## src/rtl/llc_lookup_way_pipe.sv

```systemverilog
// LLC way-lookup stage: resolves hit / empty way / eviction victim for one set and holds
// results in a two-entry skid buffer, with flush and saturating hit/evict statistics.
module llc_lookup_way_pipe #(
    parameter int                    WAYS       = 16,
    parameter int                    WAY_BITS   = 4,
    parameter int                    TAG_BITS   = 12,
    parameter int                    SET_BITS   = 9,
    parameter int                    STATE_BITS = 3,
    parameter logic [STATE_BITS-1:0] ST_INVALID = STATE_BITS'(0),
    parameter logic [STATE_BITS-1:0] ST_VALID   = STATE_BITS'(1),
    parameter logic [STATE_BITS-1:0] ST_SD      = STATE_BITS'(4),
    parameter int                    CNT_BITS   = 16
) (
    input  logic                           clk,
    input  logic                           rst,
    input  logic                           in_valid,
    output logic                           in_ready,
    input  logic [WAYS*TAG_BITS-1:0]       in_tags,
    input  logic [WAYS*STATE_BITS-1:0]     in_states,
    input  logic [WAY_BITS-1:0]            in_evict_base,
    input  logic [TAG_BITS-1:0]            in_tag,
    input  logic [SET_BITS-1:0]            in_set,
    input  logic                           flush,
    output logic                           out_valid,
    input  logic                           out_ready,
    output logic [WAY_BITS-1:0]            out_way,
    output logic                           out_hit,
    output logic                           out_evict,
    output logic [TAG_BITS+SET_BITS-1:0]   out_addr_evict,
    output logic [CNT_BITS-1:0]            hit_cnt,
    output logic [CNT_BITS-1:0]            evict_cnt,
    input  logic                           cnt_clr
);

    localparam int ADDR_BITS = TAG_BITS + SET_BITS;

    // Resolve signals
    logic                  any_hit, any_empty, any_valid, any_notsd;
    logic [WAY_BITS-1:0]   hit_way, empty_way, valid_way, notsd_way;
    logic [WAY_BITS-1:0]   rot;
    logic [STATE_BITS-1:0] st_i, st_j;
    logic [TAG_BITS-1:0]   tag_i;
    logic [WAY_BITS-1:0]   res_way;
    logic                  res_hit, res_evict;
    logic [ADDR_BITS-1:0]  res_addr;

    // Pipeline entries
    logic                  main_v, skid_v;
    logic [WAY_BITS-1:0]   main_way, skid_way;
    logic                  main_hit, skid_hit;
    logic                  main_evict, skid_evict;
    logic [ADDR_BITS-1:0]  main_addr, skid_addr;

    logic                  push, pop;

    // Scan from the top way down so the last match written is the lowest index.
    always_comb begin
        any_hit   = 1'b0;
        any_empty = 1'b0;
        any_valid = 1'b0;
        any_notsd = 1'b0;
        hit_way   = '0;
        empty_way = '0;
        valid_way = '0;
        notsd_way = '0;
        rot       = '0;
        st_i      = '0;
        st_j      = '0;
        tag_i     = '0;
        for (int i = WAYS - 1; i >= 0; i--) begin
            rot   = WAY_BITS'(i) + in_evict_base;
            st_i  = in_states[i*STATE_BITS +: STATE_BITS];
            st_j  = in_states[int'(rot)*STATE_BITS +: STATE_BITS];
            tag_i = in_tags[i*TAG_BITS +: TAG_BITS];
            if (tag_i == in_tag && st_i != ST_INVALID) begin
                any_hit = 1'b1;
                hit_way = WAY_BITS'(i);
            end
            if (st_i == ST_INVALID) begin
                any_empty = 1'b1;
                empty_way = WAY_BITS'(i);
            end
            if (st_j == ST_VALID) begin
                any_valid = 1'b1;
                valid_way = rot;
            end
            if (st_j != ST_SD) begin
                any_notsd = 1'b1;
                notsd_way = rot;
            end
        end
    end

    always_comb begin
        res_way   = in_evict_base;
        res_hit   = 1'b0;
        res_evict = 1'b1;
        if (any_hit) begin
            res_way   = hit_way;
            res_hit   = 1'b1;
            res_evict = 1'b0;
        end else if (any_empty) begin
            res_way   = empty_way;
            res_evict = 1'b0;
        end else if (any_valid) begin
            res_way   = valid_way;
        end else if (any_notsd) begin
            res_way   = notsd_way;
        end
        res_addr = {in_tags[int'(res_way)*TAG_BITS +: TAG_BITS], in_set};
    end

    // Handshake: a beat transfers when valid && ready on the same edge. in_ready comes
    // only from the registered skid flag (plus flush, which drops the beat), never from
    // out_ready. out_* hold steady while out_valid && !out_ready.
    assign in_ready = !skid_v || flush;
    assign push     = in_valid && in_ready && !flush;
    assign pop      = main_v && out_ready;

    always_ff @(posedge clk or negedge rst) begin
        if (!rst) begin
            main_v     <= 1'b0;
            skid_v     <= 1'b0;
            main_way   <= '0;
            main_hit   <= 1'b0;
            main_evict <= 1'b0;
            main_addr  <= '0;
            skid_way   <= '0;
            skid_hit   <= 1'b0;
            skid_evict <= 1'b0;
            skid_addr  <= '0;
        end else if (flush) begin
            main_v <= 1'b0;
            skid_v <= 1'b0;
        end else if (pop) begin
            if (skid_v) begin
                main_way   <= skid_way;
                main_hit   <= skid_hit;
                main_evict <= skid_evict;
                main_addr  <= skid_addr;
                skid_v     <= 1'b0;
            end else if (push) begin
                main_way   <= res_way;
                main_hit   <= res_hit;
                main_evict <= res_evict;
                main_addr  <= res_addr;
            end else begin
                main_v <= 1'b0;
            end
        end else if (push) begin
            if (main_v) begin
                skid_v     <= 1'b1;
                skid_way   <= res_way;
                skid_hit   <= res_hit;
                skid_evict <= res_evict;
                skid_addr  <= res_addr;
            end else begin
                main_v     <= 1'b1;
                main_way   <= res_way;
                main_hit   <= res_hit;
                main_evict <= res_evict;
                main_addr  <= res_addr;
            end
        end
    end

    assign out_valid      = main_v;
    assign out_way        = main_way;
    assign out_hit        = main_hit;
    assign out_evict      = main_evict;
    assign out_addr_evict = main_addr;

    // Statistics count consumed results; clear wins over increment, flush is ignored.
    always_ff @(posedge clk or negedge rst) begin
        if (!rst) begin
            hit_cnt   <= '0;
            evict_cnt <= '0;
        end else if (cnt_clr) begin
            hit_cnt   <= '0;
            evict_cnt <= '0;
        end else if (pop) begin
            if (main_hit && hit_cnt != '1)
                hit_cnt <= hit_cnt + CNT_BITS'(1);
            if (main_evict && evict_cnt != '1)
                evict_cnt <= evict_cnt + CNT_BITS'(1);
        end
    end

endmodule

```

## config.mk

```make
export PLATFORM = sky130hd
export DESIGN_NAME = llc_lookup_way_pipe
export DESIGN_NICKNAME = d
export VERILOG_FILES = /design/src/rtl/llc_lookup_way_pipe.sv
export SDC_FILE = /design/constraint.sdc
export NUM_CORES = 1
export LEC_CHECK = 0
export BUFFER_PORTS_ARGS = -buffer_cell sky130_fd_sc_hd__buf_2
export CORE_MARGIN = 5
export CORE_UTILIZATION = 32
export CTS_CLUSTER_SIZE = 24
export DETAILED_ROUTE_END_ITERATION = 10
export PLACE_DENSITY = 0.6
export SLEW_MARGIN = 25
export SYNTH_ARGS = -nofsm -noshare
export SYNTH_HDL_FRONTEND = slang
export SYNTH_SLANG_ARGS = --single-unit
```

## constraint.sdc

```tcl
create_clock -name clk -period 5.95 [get_ports clk]
set_input_delay 0.595 -clock clk [delete_from_list [all_inputs] [get_ports clk]]
set_output_delay 0.595 -clock clk [all_outputs]
set_load 0.05 [all_outputs]
```

# Word level (Yosys, flattened, before mapping)
# Index checks and enable logic that the tools add are counted.
op_classes:
  add_sub_neg: 17
  shifts: 17
  n_mux: 170
  n_eq_ne: 53
  n_reduce_logical: 69
  n_bitwise: 2
  mul: 17
op_table:
  columns: ["operator", "count"]
  rows:
  - ["variable part select 48 x 7 -> 3 bit", 16]
  - ["two-way mux 4 bit", 73]
  - ["== test 12 bit", 16]
  - ["variable part select 192 x 9 -> 12 bit", 1]
  - ["two-way mux 21 bit", 5]
  - ["multiplier 4 x 2 -> 6 bit (second input constant)", 17]
  - ["two-way mux 16 bit", 6]
  - ["two-way mux 1 bit", 86]
  - ["inequality test 3 bit (second input constant)", 18]
  - ["nonzero test 3 bit", 18]
  - ["== test 3 x 1 -> 1 bit (second input constant)", 16]
  - ["logical NOT 3 bit", 16]
  - ["adder 16 x 1 -> 16 bit (second input constant)", 2]
  - ["adder 4 bit (first input constant)", 8]
  - ["inequality test 16 bit (second input constant)", 2]
  - ["logical AND 1 bit", 21]
  - ["adder 3 x 4 -> 4 bit (first input constant)", 4]
  - ["nonzero test 2 bit", 5]
  - ["adder 2 x 4 -> 4 bit (first input constant)", 2]
  - ["AND reduction 4 bit", 2]
  - ["AND reduction 2 bit", 3]
  - ["adder 1 x 4 -> 4 bit (first input constant)", 1]
  - ["AND reduction 3 bit", 1]
  - ["logical NOT 1 bit", 2]
  - ["3 further kinds", 4]
word_totals:
  in_bits: 271
  out_inout_bits: 61
  reg_bits: 88
  word_cells: 357

# Logic depth before layout (Yosys ltp)
depth:
  ltp_word: 29
  mapped_depth: 31
  depth_no_buf: 16

# Worst setup path after synthesis
# No wires, ideal clock.
synth_timing:
  path_kind: "input port to flip-flop"
  startpoint: "input in_evict_base[0]"
  endpoint: "register skid_addr[19]"
  n_path_buf: 11
  path_stages: 26
  path_slack_ns: -0.527
  t_arrival_ns: 6.395
  setup_ns: 0.082
  required_ns: 5.868
  path_cell_list: "buf_6 buf_12 buf_8 buf_6 buf_6 clkinv_2 buf_4 ha_1 buf_4 buf_6 buf_6 mux4_2 mux4_2 nor3_1 nand4_1 nor4_2 or2_1 buf_6 mux2_1 a211o_1 o311ai_1 buf_6 a2111oi_0 or3_1 or4b_1 a31oi_1"
synth_via:
  elab_chain_cells: 26
  word_cells_on_any_way: 149
  cone_classes: "add/sub (15); mul (17); eq/ne (32); shift (17); mux (68)"
synth_rtl:
  columns: ["element", "line_no", "text"]
  rows:
  - ["from (decl)", "20", "input logic [WAY_BITS-1:0] in_evict_base,"]
  - ["adder 4 bit", "71", "rot = WAY_BITS'(i) + in_evict_base;"]
  - ["multiplier 4 x 2 -> 6 bit", "73", "st_j = in_states[int'(rot)*STATE_BITS +: STATE_BITS];"]
  - ["variable part select 48 x 7 -> 3 bit", "73", null]
  - ["inequality test 3 bit", "87", "if (st_j != ST_SD) begin"]
  - ["two-way mux 4 bit or two-way mux 1 bit (tied branches) (16 in series)", "87", null]
  - ["two-way mux 4 bit", "107", "end else if (any_notsd) begin"]
  - ["two-way mux 4 bit (*)", "105", "end else if (any_valid) begin"]
  - ["two-way mux 4 bit (*)", "102", "end else if (any_empty) begin"]
  - ["two-way mux 4 bit (*)", "98", "if (any_hit) begin"]
  - ["multiplier 4 x 2 -> 6 bit (*)", "110", "res_addr = {in_tags[int'(res_way)*TAG_BITS +: TAG_BITS], in_set};"]
  - ["variable part select 192 x 9 -> 12 bit (*)", "110", null]
  - ["to (signal assigned)", "156", "skid_addr <= res_addr;"]
  - ["to (decl)", "52", "logic [ADDR_BITS-1:0] main_addr, skid_addr;"]
# Every way passes the cells marked *; elsewhere a longest branch is shown, timed or not.
# A chain may end at the register's enable or synchronous reset.

# Worst setup path after layout
layout_timing:
  startpoint: "input in_evict_base[1]"
  endpoint: "register skid_addr[19]"
# The elaborated chain is that of the path after synthesis.

==> impl_metrics.toml <==
[worst_setup_path]
path_class = "input port to flop"
startpoint_type = "input port"
endpoint = "skid_addr[19]"
crit_fanout = 44
cp_num_buf_inv = 6
path_cells = "buf_2 > buf_12 > ha_1 > buf_4 > xnor2_1 > buf_4 > nand3_1 > and4_1 > nor3_2 > buf_4 > nand3_2 > nor4_2 > or2_1 > mux2_4 > a211o_1 > o311ai_4 > buf_4 > a2111oi_0 > or3_1 > or4b_1 > a31oi_1"
rrSetupSlack_ns = 3.17
crit_path_top_delay_cell = "xnor2_1"
r2r_start = "hit_cnt[7]"
worst-r2r-cell-count = 9
cp-startpoint = "in_evict_base[1]"
path_delay_family = "simple AND/OR/NAND/NOR gates"
cp.required_ns = 6.22
cp_common_cell = "buf_4"
slowest_delay_ns = 0.54
rr_endpoint = "hit_cnt[9]"
crit_cells = 21
arrival_ns = 5.89
endpoint_kind = "flop"

[logic_synthesis]
synth_cells = 1791
syn-num-nets = 2071
synth-main-ff-cell = "dfrtp_1"
yosysWarnings = 0
syn_area_mm2 = 0.0144
ys_top_cells_by_area = "dfrtp_1 (15%), mux4_2 (11%), xnor2_1 (8.6%)"
yosysSeqAreaShare = 0.153
postSynth.asyncResetShare = 1.00
ys_types = 97
synth_top_area_cell = "dfrtp_1"
synth-seq-cells = 88
synth_top_area_frac = 0.153
syn_area_per_cell_um2 = 8.06
synth.most_common_cell = "nand2_1"
synth-edff-count = 0
synth_commonest_cells = "nand2_1 (169), xnor2_1 (142), nor2_1 (128)"

[drt]
num_vias = 17200
wl_per_cell_um = 27.2
detail_route.vias_per_cell = 6.27
wl_um = 74500
drt_iter0_drc = 1963
ant_nets = 0
dr.pass1.iters = 7
drc = 0

[clocking]
clk-insertion-delay-late_ns = 0.35
numCtsBuffers = 9
root_buffer = "clkbuf_16"
clkSlewWorstSetupHoldPaths_ns = 0.07
cts_resized = 0
htreeDepth = 3
cts_hold_buffers = 0
clock_path_buffers = 2
post_cts_buffers = 0
tritoncts = "built"
cts_sinks = 88

[global_route]
grt_pass1_vias = 16800
grt_pass1_wl_um = 110000
grt_max_degree = 66
track_usage = 0.284
grt_overflow = 0
antenna_found_initial = 9

[floorplanning]
core.rowCount = 77
die_h_um = 222
dieArea_mm2 = 0.0495
initial_core_util = 0.325
io_pins = 332
core_area_mm2 = 0.0444
die_width_um = 222

[final_layout]
finalNetCount = 2414
syn_to_final_growth_pct = 23.8
fin_cells = 2738
seq_area_mm2 = 0.00220
multi_input_area_mm2 = 0.0116
fill_cells = 4543
drive_above_1_share = 0.299

[power]
power_density_mw_per_mm2 = 238
leakagePower_uw = 0.00724
totalPowerFinal_uw = 4250
max-vdd-ir-drop_v = 0.000143

[place]
placed_cells = 2715
place_worst_setup_slack_ns = 0.0768
dp_hpwl_um = 59500
place_congestion = 0.990
numPortBuffers = 331

[hold_path]
min_path_type = "input port to async pin"

[sta]
skew_ns = 0.0112
rsz0062_at_grt = "false"
fmax_ghz = 0.178
min_period_ns = 5.62
slew_viol_final = 0
max_slew_margin = 0.336
tightest_slew_ns = 0.989
finalHoldViolations = 0
finalSetupViolCount = 0
fin_ws_ns = 0.329
finalCritPeriodShare = 0.945

[status]
outcome = "finished, final reports clean"

[run]
maxCapViolations = 0
==> registers in the layout, summed over array words and instances, names as in the netlist <==
register,flops
out_addr_evict,21
skid_addr,21
evict_cnt,16
hit_cnt,16
out_way,4
skid_way,4
out_evict,1
out_hit,1
out_valid,1
skid_evict,1
skid_hit,1
skid_v,1
==> final cells by class <==
class                      count  share of cell area
inverter                      27             0.00595
sequential                    88               0.123
clock inverter                 7             0.00364
clock buffer                   9              0.0126
timing repair buffer         475               0.163
tap                          592              0.0414
multi-input combinational   1533               0.650
antenna                        7            0.000980
==> power by group <==
group | internal, uW | total [uW] | switching (uW)
clock network | 296 | 570 | 274
registers | 719 | 805 | 86.1
logic | 1070 | 2880 | 1800
==> placed cells by master, fill, tap and decap left out, types with 21 or more instances in the layout <==
| cell type | n |
|---|---|
| nand3_1 | 65 |
| nor2_1 | 126 |
| o21ai_0 | 70 |
| dfrtp_1 | 88 |
| xor2_1 | 90 |
| nand4_1 | 69 |
| a2111oi_2 | 21 |
| a31oi_1 | 34 |
| mux4_2 | 70 |
| and3_1 | 21 |
| buf_2 | 329 |
| inv_1 | 21 |
| nor3_1 | 92 |
| xnor2_1 | 142 |
| a21oi_1 | 83 |
| buf_4 | 133 |
| nand2_1 | 168 |
| nor4_1 | 42 |
| mux2i_1 | 79 |
==> worst reg2reg max path: stages, from the launching register on <==
cell	delay [ns]
dfrtp_1	0.43
and3_1	0.22
and3_1	0.22
and4_1	0.23
a31oi_1	0.52
o2111ai_1	0.29
nor2_1	0.38
nand3_1	0.14
xor2_1	0.16
nor2_1	0.05
==> how the worst min path moves through the flow <==
stage,startpoint,end,slack [ns]
after global placement,skid_addr[1],skid_addr[1],0.46
after floorplan,rst,evict_cnt[0],0.30
after global routing,rst,hit_cnt[11],0.14
after detailed placement,skid_addr[4],skid_addr[4],0.46
after CTS,rst,evict_cnt[5],0.13
final,rst,hit_cnt[11],0.13
==> layer usage <==
| layer | vias up | wire length, um | global-route usage |
|---|---|---|---|
| met5 | - | 69 | 0.00978 |
| met4 | 4 | 3220 | 0.0964 |
| met3 | 185 | 7280 | 0.0651 |
| met2 | 1096 | 34100 | 0.459 |
| met1 | 8326 | 29700 | 0.377 |
| li1 | 7555 | - | - |
==> per-stage QoR <==
stage | hold WS, ns | util | setup TNS (ns) | cell area [um2]
3_3_place_gp | 0.458 | 0.396 | 0 | 17600
5_1_grt | 0.135 | 0.402 | 0 | 17900
2_1_floorplan | 0.299 | - | -0.412 | 14700
6_report | 0.130 | 0.402 | 0 | 17900
4_1_cts | 0.133 | 0.402 | 0 | 17900
3_5_place_dp | 0.463 | 0.396 | 0 | 17600
==> kinds of logic (layout without fill, tap and decap cells) <==
logic type,Yosys count,count (layout),synth area share
other,0,7,0
DFF,88,88,0.153
xor gates and xnor gates,234,234,0.142
adders and majority gates,9,9,0.00780
muxes,166,166,0.181
AOI/OAI and AO/OA,392,392,0.191
and+or+nand+nor,732,732,0.266
buffers and inverters,170,518,0.0594
Power figures use the tool's default switching activity.
